$ cat config.mk
export PLATFORM = sky130hd
export DESIGN_NAME = conv_window_gen
export DESIGN_NICKNAME = d
export VERILOG_FILES = /design/src/rtl/lenet_pkg.sv /design/src/rtl/line_delay.sv /design/src/rtl/conv_window_gen.sv
export SDC_FILE = /design/constraint.sdc
export NUM_CORES = 1
export LEC_CHECK = 0
export ABC_CLOCK_PERIOD_IN_PS = 2600
export CAP_MARGIN = 15
export CORE_MARGIN = 10
export CORE_UTILIZATION = 38
export DETAILED_ROUTE_END_ITERATION = 6
export PLACE_DENSITY_LB_ADDON = 0.15
export SLEW_MARGIN = 20
export SYNTH_ARGS = -nofsm -noshare
export SYNTH_HDL_FRONTEND = slang
export SYNTH_SLANG_ARGS = --single-unit
$ cat constraint.sdc
create_clock -name clk -period 2.6 [get_ports clk]
set_input_delay 0.52 -clock clk [delete_from_list [all_inputs] [get_ports clk]]
set_output_delay 0.52 -clock clk [all_outputs]
set_load 0.1 [all_outputs]
$ cat src/rtl/lenet_pkg.sv
// Shared LeNet-5 pipeline definitions: image geometry defaults, window state
// encoding and the flat-window slice index helper.
package lenet_pkg;

    localparam int IMG_W      = 32;
    localparam int IMG_H      = 32;
    localparam int K          = 5;
    localparam int PIXELWIDTH = 8;

    typedef enum logic {
        PRIME  = 1'b0,
        ACTIVE = 1'b1
    } win_state_e;

    // Bit offset of window element (r,c) inside a flat K*K*pw vector.
    function automatic int win_idx(input int r, input int c, input int k, input int pw);
        return (r * k + c) * pw;
    endfunction

endpackage

$ cat src/rtl/line_delay.sv
// One image row of pixel delay: a circular buffer whose read tap returns the
// pixel accepted DEPTH enables ago.
module line_delay #(
    parameter int DEPTH = 32,
    parameter int WIDTH = 8
) (
    input  logic             clk,
    input  logic             rst,
    input  logic             en,
    input  logic [WIDTH-1:0] din,
    output logic [WIDTH-1:0] dout
);

    localparam int AW = (DEPTH > 1) ? $clog2(DEPTH) : 1;
    localparam logic [AW-1:0] PTR_LAST = AW'(DEPTH - 1);

    logic [WIDTH-1:0] mem_r [DEPTH];
    logic [AW-1:0]    ptr_r;

    // Read/write pointer, advanced once per accepted pixel.
    always_ff @(posedge clk or negedge rst) begin
        if (!rst) begin
            ptr_r <= '0;
        end else if (en) begin
            ptr_r <= (ptr_r == PTR_LAST) ? '0 : ptr_r + AW'(1'b1);
        end else begin
            ptr_r <= ptr_r;
        end
    end

    // Storage is left unreset: every slot is rewritten before it is observed.
    always_ff @(posedge clk) begin
        if (en) begin
            mem_r[ptr_r] <= din;
        end
    end

    assign dout = mem_r[ptr_r];

endmodule

$ cat src/rtl/conv_window_gen.sv
// Raster-stream to K x K sliding-window generator feeding the C1 convolution
// stage; buffers K-1 rows and emits one complete window per accepted pixel.
module conv_window_gen #(
    parameter int IMG_W      = lenet_pkg::IMG_W,
    parameter int IMG_H      = lenet_pkg::IMG_H,
    parameter int K          = lenet_pkg::K,
    parameter int PIXELWIDTH = lenet_pkg::PIXELWIDTH
) (
    input  logic                            clk,
    input  logic                            rst,
    input  logic                            in_valid,
    input  logic                            in_sof,
    input  logic [PIXELWIDTH-1:0]           in_pixel,
    output logic                            out_valid,
    output logic [K*K*PIXELWIDTH-1:0]       out_window,
    output logic [$clog2(IMG_H)-1:0]        out_row,
    output logic [$clog2(IMG_W)-1:0]        out_col,
    output logic                            frame_done
);
    import lenet_pkg::*;

    localparam int RW  = $clog2(IMG_H);
    localparam int CW  = $clog2(IMG_W);
    localparam int ROWW = K * PIXELWIDTH;
    localparam logic [CW-1:0] COL_LAST       = CW'(IMG_W - 1);
    localparam logic [CW-1:0] COL_FIRST_WIN  = CW'(K - 1);
    localparam logic [RW-1:0] ROW_LAST       = RW'(IMG_H - 1);
    localparam logic [RW-1:0] ROW_PRIME_LAST = RW'(K - 2);
    localparam logic [RW-1:0] ROW_OFS        = RW'(K - 1);

    logic [PIXELWIDTH-1:0] line_in_s [K-1];
    logic [PIXELWIDTH-1:0] tap_s     [K-1];
    logic [PIXELWIDTH-1:0] col_in_s  [K];

    win_state_e        state_r, state_next_s, eff_state_s;
    logic [CW-1:0]     col_r, col_next_s, eff_col_s;
    logic [RW-1:0]     row_r, row_next_s, eff_row_s;
    logic              last_col_s, last_row_s, emit_s;
    logic [K*ROWW-1:0] win_r, win_next_s;
    logic              out_valid_r, frame_done_r;
    logic [RW-1:0]     out_row_r;
    logic [CW-1:0]     out_col_r;

    // Row delay chain: tap g holds the pixel g+1 rows above the incoming one.
    for (genvar g = 0; g < K - 1; g++) begin : g_line
        if (g == 0) begin : g_head
            assign line_in_s[g] = in_pixel;
        end else begin : g_link
            assign line_in_s[g] = tap_s[g-1];
        end
        line_delay #(.DEPTH(IMG_W), .WIDTH(PIXELWIDTH)) u_line (
            .clk  (clk),
            .rst  (rst),
            .en   (in_valid),
            .din  (line_in_s[g]),
            .dout (tap_s[g])
        );
    end

    for (genvar r = 0; r < K; r++) begin : g_col_in
        if (r == K - 1) begin : g_new
            assign col_in_s[r] = in_pixel;
        end else begin : g_tap
            assign col_in_s[r] = tap_s[K-2-r];
        end
    end

    // Effective position of the current pixel; start-of-frame forces (0,0).
    always_comb begin
        eff_col_s   = in_sof ? '0 : col_r;
        eff_row_s   = in_sof ? '0 : row_r;
        eff_state_s = in_sof ? PRIME : state_r;
        last_col_s  = (eff_col_s == COL_LAST);
        last_row_s  = (eff_row_s == ROW_LAST);
        emit_s      = in_valid && (eff_state_s == ACTIVE) && (eff_col_s >= COL_FIRST_WIN);
        col_next_s  = last_col_s ? '0 : eff_col_s + CW'(1'b1);
        row_next_s  = eff_row_s;
        if (last_col_s) begin
            row_next_s = last_row_s ? '0 : eff_row_s + RW'(1'b1);
        end else begin
            row_next_s = eff_row_s;
        end
    end

    // PRIME/ACTIVE transitions happen only at the end of a row.
    always_comb begin
        state_next_s = state_r;
        if (in_valid && last_col_s) begin
            case (eff_state_s)
                PRIME:   state_next_s = (eff_row_s == ROW_PRIME_LAST) ? ACTIVE : PRIME;
                ACTIVE:  state_next_s = last_row_s ? PRIME : ACTIVE;
                default: state_next_s = PRIME;
            endcase
        end else if (in_valid) begin
            state_next_s = eff_state_s;
        end else begin
            state_next_s = state_r;
        end
    end

    // Each window row shifts one column left; the new right column enters at c=K-1.
    always_comb begin
        win_next_s = win_r;
        for (int r = 0; r < K; r++) begin
            win_next_s[win_idx(r, 0, K, PIXELWIDTH) +: ROWW] =
                {col_in_s[r], win_r[win_idx(r, 1, K, PIXELWIDTH) +: ROWW - PIXELWIDTH]};
        end
    end

    // FSM state register.
    always_ff @(posedge clk or negedge rst) begin
        if (!rst) begin
            state_r <= PRIME;
        end else begin
            state_r <= state_next_s;
        end
    end

    // Position counters and window array; everything freezes while in_valid is low.
    always_ff @(posedge clk or negedge rst) begin
        if (!rst) begin
            col_r <= '0;
            row_r <= '0;
            win_r <= '0;
        end else if (in_valid) begin
            col_r <= col_next_s;
            row_r <= row_next_s;
            win_r <= win_next_s;
        end else begin
            col_r <= col_r;
            row_r <= row_r;
            win_r <= win_r;
        end
    end

    // Registered window strobe, end-of-frame pulse and top-left coordinates.
    always_ff @(posedge clk or negedge rst) begin
        if (!rst) begin
            out_valid_r  <= 1'b0;
            frame_done_r <= 1'b0;
            out_row_r    <= '0;
            out_col_r    <= '0;
        end else if (emit_s) begin
            out_valid_r  <= 1'b1;
            frame_done_r <= last_col_s && last_row_s;
            out_row_r    <= eff_row_s - ROW_OFS;
            out_col_r    <= eff_col_s - COL_FIRST_WIN;
        end else begin
            out_valid_r  <= 1'b0;
            frame_done_r <= 1'b0;
            out_row_r    <= out_row_r;
            out_col_r    <= out_col_r;
        end
    end

    assign out_valid  = out_valid_r;
    assign frame_done = frame_done_r;
    assign out_row    = out_row_r;
    assign out_col    = out_col_r;
    assign out_window = win_r;

endmodule

* After elaboration in Yosys (flattened, before gate mapping)
Memory sizes are Yosys's and may differ from the RTL's. A register that Yosys moved wholly into a read port is not among the register bits.
Index checks and enable logic that the tools add are counted.
** Storage, ports and cells
- Input port bits :: 12
- Output and inout bits :: 212
- Memories :: 4
- Logic and storage cells :: 58
- Register bits after elaboration :: 243
- RAM bits :: 1024
** Memory list
- g_line[0].u_line.mem_r :: depth 32, bits a word 8, rd ports 1, clocked after Yosys merged registers in 0, write ports 1, RTL line line_delay.sv:17 : logic [WIDTH-1:0] mem_r [DEPTH];
- g_line[1].u_line.mem_r :: depth 32, bits a word 8, rd ports 1, clocked after Yosys merged registers in 0, write ports 1, RTL line line_delay.sv:17
- g_line[2].u_line.mem_r :: depth 32, bits a word 8, rd ports 1, clocked after Yosys merged registers in 0, write ports 1, RTL line line_delay.sv:17
- g_line[3].u_line.mem_r :: depth 32, bits a word 8, rd ports 1, clocked after Yosys merged registers in 1, write ports 1, RTL line line_delay.sv:17
** Cells by class
- Add/subtract/negate cells :: 8
- Eq/ne operators :: 7
- Bitwise operators :: 1
- Mux-type cells :: 19
- Reduce and logical (&&, ||, !) cells :: 6
- Magnitude comparators :: 1
** Operator list (count)
- $mux 5 :: 9
- $add 5x1->5 const B :: 6
- $eq 5x5->1 const B :: 6
- $sub 5x3->5 const B :: 2
- $mux 1 :: 9
- $eq 5x2->1 const B :: 1
- $ge 5x3->1 const B :: 1
- $logic_and 1x1->1 :: 4
- $pmux 1 s2 :: 1
- $reduce_bool 2->1 :: 1
- $logic_not 1->1 :: 1
- $not 1->1 :: 1

* Longest topological paths before layout
- Depth after elaboration :: 5
- Mapped depth :: 9
- Mapped depth without buffers :: 8

* By module
Synthesis repeated with hierarchy kept, for this count alone.
** Second synthesis, totals
- Cells, all modules :: 2895
- Area total of the unflattened synthesis :: 50215.7 um^2
** By module, submodules not included
- line_delay :: seq. area each 7812.5 um^2, times used 4, cells each 592, area an instance 10401.2 um^2
- conv_window_gen :: seq. area each 5580.4 um^2, times used 1, cells each 527, area an instance 8610.8 um^2

* Least setup slack after synthesis
No wires, ideal clock.
- Path kind :: register to register
- Start point :: register g_line[3].u_line.ptr_r[0]
- End point :: memory g_line[3].u_line.mem_r[8][0], enable pin
- Setup time :: 383 ps
- Cell stages (with the launch flop) :: 9
- Period minus slack after synthesis :: 2469 ps
- Buffers on the path :: 4
- Path slack :: 131 ps
- Required time :: 2217 ps
- Arrival :: 2086 ps
- Cells stage by stage :: dfrtp_1 -> buf_6 -> buf_6 -> buf_4 -> buf_4 -> inv_1 -> ha_1 -> nand2_1 -> nor3_1
** RTL lines
- start, declared :: RTL line line_delay.sv:18 : logic [AW-1:0] ptr_r;
- start signal, assigned :: RTL line line_delay.sv:25 : ptr_r <= (ptr_r == PTR_LAST) ? '0 : ptr_r + AW'(1'b1);
- start signal, assigned :: RTL line line_delay.sv:27 : ptr_r <= ptr_r;
- end, declared :: RTL line line_delay.sv:17
No word-level cell before the write port.

==> flow_summary.toml <==
[synthesis]
synth_area_leaders = "edfxtp_1 62%, dfrtp_1 12%, mux2i_1 8.9%"
synthesis.area_sq_um = 49800
ys_seq_elements = 1267
yosys.area.top_type = "edfxtp_1"
synth.distinct_cells = 62
synth_commonest_cells = "1024 x edfxtp_1, 441 x mux2i_1, 243 x dfrtp_1"
synth_top_area_share_pct = 61.7
synth_edf_count = 1024
synth_cells = 2907
yosysWarnings = 0
yosysMostFrequentCell = "edfxtp_1"
ys.flop_type = "edfxtp_1"
ys_seq_area_share_pct = 73.9
synth_nets = 2948
syn_avg_cell_area_sq_um = 17.1
postSynth.asyncResetShare_pct = 19.2

[drt]
routedWlPerCell_microns = 23.8
detail-route-antenna-nets = 0
wl_microns = 126000
firstDrtPassIters = 5
num_vias = 27762
drc = 0
detail_route.iter0.violations = 2022
vias_per_cell = 5.23

[setup_path]
worstSetupEndpointType = "flip-flop"
r2r_end = "g_line[1].u_line.mem_r[6][5]"
worstSetupStartpointType = "flip-flop"
crit_chain = "buf_4, or4bb_4, o22ai_2, nor4_2, buf_4, nand2_1, buf_12"
critPathRequiredTime_ps = 3170
cpMaxStageDelayCell = "or4bb_4"
reg2reg_from = "g_line[0].u_line.ptr_r[1]"
critPathArrivalTime_ps = 3130
critPathMostFrequentCell = "buf_4"
cp_top_family = "simple AND/OR/NAND/NOR gates"
max_stage_delay_ps = 670
reg2reg_depth = 7
crit_type = "reg2reg"
cp_num_buf_inv = 3
cp_max_fo = 32
ff2ff_setup_slack_ps = 40

[cells_and_area]
area_growth_pct = 22.8
final_nets = 3495
design_area_sq_um = 61100
drive_gt1_share_pct = 29.4
finalNonFillerCells = 5310
multi_input_area_sq_um = 12500
diodes = 0
fillers = 11096
seq_area_sq_um = 36900

[power_and_ir_drop]
p_per_area_nw_per_um2 = 1360
p_int_mw = 50.1
pwr-share-comb_pct = 38.7
leakage_nw = 22.3
switching_share_pct = 39.7
p_seq_share_pct = 37.4
peakVddDrop_uv = 1380
p_clk_share_pct = 23.9
p_switching_mw = 33.1

[floorplan]
coreArea_sq_um = 130000
placementRows = 132
dieArea_sq_um = 146000
die_y_microns = 382
io_pins = 224
fp.dieW_microns = 382
start_util_pct = 38.4

[global_routing]
grt_first_pass_wirelength_microns = 189000
grt_pass1_vias = 28517
grt_usage_pct = 16.9
antenna_found_initial = 6
overflow = 0
grt_max_degree = 84

[min_path]
hold_path_depth = 2
min_from = "in_valid"
worstHoldEndpoint = "out_window[72]"
hp-class = "in2reg"

[timing]
period_share_pct = 98.4
fmax_mhz = 391
tightestPinTransition_ps = 999
fin_setup_tns_ps = 0
hold_ws_ps = 114
fin_crit_ps = 2560
maxSlewHeadroom_pct = 33.4
hold_viol_final = 0
setup_viol = 0
drv_slew = 0
rsz0062_at_grt = "true"
finalClockSkew_ps = 32.8

[clock_tree]
clk_pin_slew_ps = 60
cts_buffers = 139
clockBufferDepth = 3
clock_latency_ps = 760
root_buffer = "clkbuf_16"
cts_sinks = 1267
cts.htree.levels = 4
cts_tree = "yes"

[placement]
routabilityCongestion = 0.823
hpwlAfterDp_microns = 85300
dp_cells = 5035
postPlaceCellArea_sq_um = 55900
io_buffers = 223

[outcome]
status = "finished clean"

[flow_run]
maxCapViolCount = 0
-- repair_timing --
item                                    4_1_cts  5_1_grt
endpoints found under the setup margin      578      707
gates resized for setup                      48       32
hold buffers                                  1        0
buffers inserted                              4       15
hold endpoints to repair                     33        0
pin swaps                                     2        3
-- cell usage in the layout (no fill, tap or decap), types with 8 or more instances in the layout --
cell type,synthesis,final
nand3_1,15,15
nor4_2,0,16
mux2_2,175,175
nor2_1,160,160
nand2b_1,10,10
o22ai_1,199,182
clkdlybuf4s50_1,0,9
clkbuf_16,0,146
mux4_2,33,33
or4b_1,10,9
inv_1,15,15
a21oi_1,8,8
edfxtp_1,1024,1024
a22oi_1,11,11
nor3_1,22,22
nor4_4,0,11
clkbuf_1,53,41
nor2b_1,13,13
clkbuf_8,0,11
nand2_1,90,89
and3_1,8,8
o21ai_0,33,33
dfrtp_1,243,234
nand3b_1,10,10
buf_4,2,510
o22ai_2,1,15
buf_12,1,44
nand4b_1,15,15
clkinv_1,1,17
mux2i_1,441,437
nand4bb_1,16,14
a31oi_1,30,30
bufinv_16,0,14
ha_1,29,29
nor4_1,52,25
clkinv_2,0,14
-- power groups by stage --
stage	Clock (mW)	Sequential (mW)	Combinational, mW
floorplan	0	40.9	9.66
global placement	0	31.5	31.3
detailed placement	0	31.6	31.8
CTS	20.4	31.2	32.2
global route	21.2	31.4	33.9
finish	19.9	31.1	32.2
-- how the worst max path moves through the flow --
| stage | from | endpoint | slack [ps] | cells after the start |
|---|---|---|---|---|
| floorplan | g_line[3].u_line.ptr_r[0] | g_line[3].u_line.mem_r[8][0] | 130 | 8 |
| global placement | g_line[1].u_line.ptr_r[1] | g_line[2].u_line.mem_r[23][0] | -590 | 8 |
| detailed placement | g_line[1].u_line.ptr_r[1] | g_line[2].u_line.mem_r[12][0] | -560 | 8 |
| CTS | g_line[2].u_line.ptr_r[1] | g_line[3].u_line.mem_r[12][0] | -70 | 7 |
| global route | g_line[0].u_line.ptr_r[1] | g_line[1].u_line.mem_r[6][5] | -50 | 7 |
| finish | g_line[0].u_line.ptr_r[1] | g_line[1].u_line.mem_r[6][5] | 40 | 7 |
-- final cells by class --
| class | instances | share of cell area, % |
|---|---|---|
| tap | 1742 | 3.56 |
| multi-input combinational | 1456 | 20.4 |
| timing repair buffer | 574 | 8.08 |
| clock buffer | 198 | 6.47 |
| clock inverter | 57 | 1.12 |
| inverter | 16 | 0.0982 |
| sequential | 1267 | 60.3 |
-- per-stage QoR --
stage          setup slack [ps]  total power [mW]  utilization [%]
2_1_floorplan               131              50.5                -
3_3_place_gp               -591              62.8             43.0
3_5_place_dp               -557              63.4             43.0
4_1_cts                   -68.7              83.8             46.9
5_1_grt                   -47.9              86.6             47.1
6_report                   41.3              83.2             47.1
-- cell families (layout without fill, tap and decap cells) --
group,count (synthesis),count (layout),synth area share [%]
AO/OA/AOI/OAI,315,315,4.07
XOR/XNOR,3,3,0.0528
adder cells (fa/ha/maj),29,29,0.728
buffers and inverters,184,845,1.91
flip-flops,1267,1267,73.9
multiplexers,652,652,14.5
AND/OR/NAND/NOR,457,457,4.84
-- metal layers --
layer / wire [microns] / track usage (%) / vias to the layer above
li1: - / - / 12554
met1: 56600 / 23.2 / 14245
met2: 59200 / 26.9 / 785
met3: 7870 / 3.90 / 174
met4: 2580 / 4.72 / 4
met5: 28 / 0 / -
-- sequential cells by signal (all words and copies together), names as in the netlist --
name / count
row_r: 5
frame_done: 1
col_r: 5
out_valid: 1
out_col: 5
state_r: 1
out_row: 5
g_line.u_line.ptr_r: 20
g_line.u_line.mem_r: 1024
out_window: 200
No activity file was read; power rests on OpenSTA's default activity.
